$ cat src/rtl/tdm_demux.sv
// tdm_demux: TDM channel-select receiver; define TDM_DEMUX_SHADOW_EN to publish out only on complete frames
module tdm_demux #(
  parameter int CH = 4,
  parameter int W  = 8
) (
  input  logic                    clk,
  input  logic                    rst_n,
  input  logic                    in_valid,
  input  logic                    in_sof,
  input  logic [W-1:0]            in_data,
  input  logic                    err_clr,
  output logic [CH*W-1:0]         out,
  output logic                    frame_valid,
  output logic [$clog2(CH)-1:0]   ch,
  output logic                    synced,
  output logic                    sync_err
);
  localparam int CW = $clog2(CH);
  typedef enum logic {HUNT, RUN} state_t;
  state_t          r_state, w_state_nxt;
  logic [CW-1:0]   r_ch, w_ch_nxt, w_idx;
  logic            w_acc, w_last, w_resync, r_fv, r_err;
  logic [CH*W-1:0] r_out, w_base, w_wr;
`ifdef TDM_DEMUX_SHADOW_EN
  logic [CH*W-1:0] r_shadow;
  assign w_base = r_shadow;
`else
  assign w_base = r_out;
`endif
  always_comb begin
    w_acc       = in_valid && (r_state == RUN || in_sof);
    w_last      = w_acc && !in_sof && r_ch == CW'(CH - 1);
    w_resync    = w_acc && in_sof && r_state == RUN && r_ch != '0;
    w_idx       = in_sof ? '0 : r_ch;
    w_ch_nxt    = !w_acc ? r_ch : in_sof ? CW'(1) : w_last ? '0 : r_ch + 1'b1;
    w_state_nxt = w_acc ? RUN : r_state;
    w_wr        = w_base;
    if (w_acc) w_wr[w_idx*W +: W] = in_data;
  end
  always_ff @(posedge clk or negedge rst_n) begin
    if (!rst_n) begin
      r_state <= HUNT;
      r_ch    <= '0;
      r_out   <= '0;
      r_fv    <= 1'b0;
      r_err   <= 1'b0;
`ifdef TDM_DEMUX_SHADOW_EN
      r_shadow <= '0;
`endif
    end else begin
      r_state <= w_state_nxt;
      r_ch    <= w_ch_nxt;
      r_fv    <= w_last;
      r_err   <= w_resync | (r_err & ~err_clr);
`ifdef TDM_DEMUX_SHADOW_EN
      r_shadow <= w_wr;
      if (w_last) r_out <= w_wr;
`else
      r_out <= w_wr;
`endif
    end
  end
  assign out         = r_out;
  assign frame_valid = r_fv;
  assign ch          = r_ch;
  assign synced      = r_state == RUN;
  assign sync_err    = r_err;
endmodule

$ cat config.mk
export PLATFORM = sky130hd
export DESIGN_NAME = tdm_demux
export DESIGN_NICKNAME = d
export VERILOG_FILES = /design/src/rtl/tdm_demux.sv
export SDC_FILE = /design/constraint.sdc
export NUM_CORES = 1
export LEC_CHECK = 0
export ABC_AREA = 1
export BUFFER_PORTS_ARGS = -buffer_cell sky130_fd_sc_hd__buf_2
export CAP_MARGIN = 20
export CORE_ASPECT_RATIO = 0.8
export CORE_MARGIN = 5
export CORE_UTILIZATION = 40
export CTS_CLUSTER_SIZE = 24
export DETAILED_ROUTE_END_ITERATION = 10
export HOLD_SLACK_MARGIN = 0.12
export PLACE_DENSITY = 0.72
export REMOVE_ABC_BUFFERS = 1
export SLEW_MARGIN = 20
export SYNTH_ARGS = -nofsm -noshare
export SYNTH_HDL_FRONTEND = slang
export SYNTH_SLANG_ARGS = --single-unit
$ cat constraint.sdc
create_clock -name clk -period 3 [get_ports clk]
set_input_delay 0.15 -clock clk [delete_from_list [all_inputs] [get_ports clk]]
set_output_delay 0.15 -clock clk [all_outputs]
set_load 0.1 [all_outputs]
==> reports/metrics.yaml <==
timing:
  setup_viol: 0
  tns_ns: 0
  worstMarginPinSlew_ns: 0.817
  period_share: 0.695
  hold_violations: 0
  fmax_mhz: 480
  fin_crit_ns: 2.08
  rsz0062_at_grt: "no"
  finalClockSkew_ns: 0.00746
  drv_slew: 0
  max-slew-margin-rel: 0.455
worst_setup_path:
  crit_arrival_ns: 2.27
  cp.required_ns: 3.19
  cp-end-kind: "flip-flop"
  cp_max_fo: 17
  criticalPathCategory: "reg2reg"
  ff2ff_path_depth: 8
  regToRegEndpoint: "out[16]"
  regToRegSetupSlack_ns: 0.92
  r2r_start: "ch[1]"
  startpoint_type: "flip-flop"
pwr:
  p_per_area_nw_per_um2: 686
  p_leak_nw: 1.28
  peakVddDrop_v: 0.000399
floorplanning:
  dieWidth_um: 86.4
  die_y_um: 71.1
  coreArea_um2: 4540
  rows: 22
  start_util: 0.411
  pin_count: 50
  dieArea_um2: 6140
cells_and_area:
  utilization: 0.499
  area_delta_synth_final_pct: 21.5
  final_common_cell: "nand2_1"
  diodes: 0
  fin_nets: 307
  fill_cells: 462
  final_cell_mix: "nand2_1 (96), buf_2 (49), dfrtp_1 (37), nor2_1 (33), nand3_1 (19)"
  drive_above_1_share: 0.241
synthesis:
  yosys.area_share.simple: 0.367
  synth_area_leaders: "dfrtp_1 (50%), nand2_1 (19%), nor2_1 (6.6%)"
  synthXorXnorAreaFrac: 0
  ys_seq_elements: 37
  synth_compound_area_frac: 0.0362
  syn_inst: 237
  yosysSeqAreaShare: 0.496
  synth_top_family_by_area: "simple AND/OR/NAND/NOR gates"
  muxShareOfSynthArea: 0
  yosysWarnings: 0
  synthDominantCellAreaShare: 0.496
  syn_area_um2: 1870
  syn_area_per_cell_um2: 7.87
  netlist-cell-type-count: 23
  synth_largest_area_cell: "dfrtp_1"
  synth_fa_ha_area_frac: 0.0335
clock_network:
  clk_latency_ns: 0.29
  path_clk_slew_ns: 0.07
  root_buffer: "clkbuf_8"
  cts.path.max_buffers: 2
  cts_tree: "yes"
  clkSinkCount: 37
  cts_buffers: 5
  cts-htree-levels: 2
  post_cts_resized: 0
hold_path:
  min_path_type: "in2reg"
  hold_depth: 3
  hp-start: "in_valid"
  hold_end: "sync_err"
route:
  routed_wl_mm: 4.38
  drtIter0Drc: 73
  viasPerCell: 4.61
  drt-wirelength-per-cell_um: 12.5
  drc: 0
  vias: 1613
  firstDrtPassIters: 4
  ant_nets: 0
global_route:
  grt_max_degree: 38
  antenna_found_initial: 0
  grt_pass1_vias: 1638
  track_usage: 0.155
  grt_overflow: 0
  grt_pass1_wl_mm: 7.48
status:
  outcome: "finished, final reports clean"
flow_run:
  drv_cap: 0
placed_design:
  port_buffers: 49
  dp_hpwl_mm: 3.22
  gp_congestion: 0.883
## metal layers
| metal | vias up | part of all wire | GRT usage |
|---|---|---|---|
| li1 | 831 | - | - |
| met2 | 45 | 0.41 | 0.228 |
| met3 | 10 | 0.072 | 0.0489 |
| met5 | - | 0 | 0 |
| met1 | 727 | 0.49 | 0.209 |
| met4 | 0 | 0.023 | 0.0657 |
## synthesized netlist by cell type (all sizes together)
library cell	number
o211ai	1
nand3	20
nor3	1
clkinv	1
nor2	38
nand2	100
ha	5
dfrtp	37
buf	6
inv	17
o22ai	1
o21ai	10
## cell type report
| class | count | area (um2) | share of cell area |
|---|---|---|---|
| clock buffer | 7 | 86.3 | 0.0381 |
| clock inverter | 1 | 30.0 | 0.0132 |
| inverter | 18 | 70.1 | 0.0309 |
| multi-input combinational | 176 | 815 | 0.359 |
| sequential | 37 | 926 | 0.408 |
| tap | 60 | 75.1 | 0.0331 |
| timing repair buffer | 51 | 265 | 0.117 |
## cell families after synthesis
group	after synthesis
simple gates	159
buf+inv	24
compound gates	12
fa+ha+maj	5
flops	37
## stage by stage
step	setup WS, ns	hold WS, ns	std cells	power, mW	cell area, um2
3_5_place_dp	0.942	0.297	340	1.12	2130
6_report	0.915	0.181	350	1.55	2270
4_1_cts	0.946	0.173	350	1.57	2270
2_1_floorplan	0.566	-0.146	231	1.01	1810
3_3_place_gp	1.01	0.285	340	1.11	2130
5_1_grt	0.707	0.184	350	1.63	2270
## worst max-delay path by stage
stage / startpoint / to / slack, ns / depth (start not counted)
CTS: ch[1] / out[16] / 0.95 / 8
global placement: ch[1] / out[16] / 1.01 / 8
detailed placement: ch[1] / out[20] / 0.94 / 8
finish: ch[1] / out[16] / 0.92 / 8
global route: ch[1] / out[16] / 0.71 / 8
floorplan: ch[1] / out[16] / 0.57 / 8
## state kept, by name (all words and copies together), names as in the netlist
signal,cells
sync_err,1
frame_valid,1
ch,2
synced,1
out,32
## worst max-delay path, stage by stage (launching register included)
cell,delay (ns)
dfrtp_1,0.46
inv_1,0.12
nor2_2,0.28
ha_1,0.21
clkinv_1,0.35
nand2_1,0.37
nor2_1,0.08
nand2_1,0.06
nand2_1,0.05
## report_power, final
part | internal, mW | switching (mW)
sequential | 0.540 | 0.0284
combinational | 0.0819 | 0.462
clock | 0.271 | 0.172
total | 0.893 | 0.662
## timing repair
item | 4_1_cts | 5_1_grt
endpoints found under the hold margin | 38 | 0
buffers inserted | 0 | 0
hold buffers | 2 | 0
(Power assumes the default switching activity.)
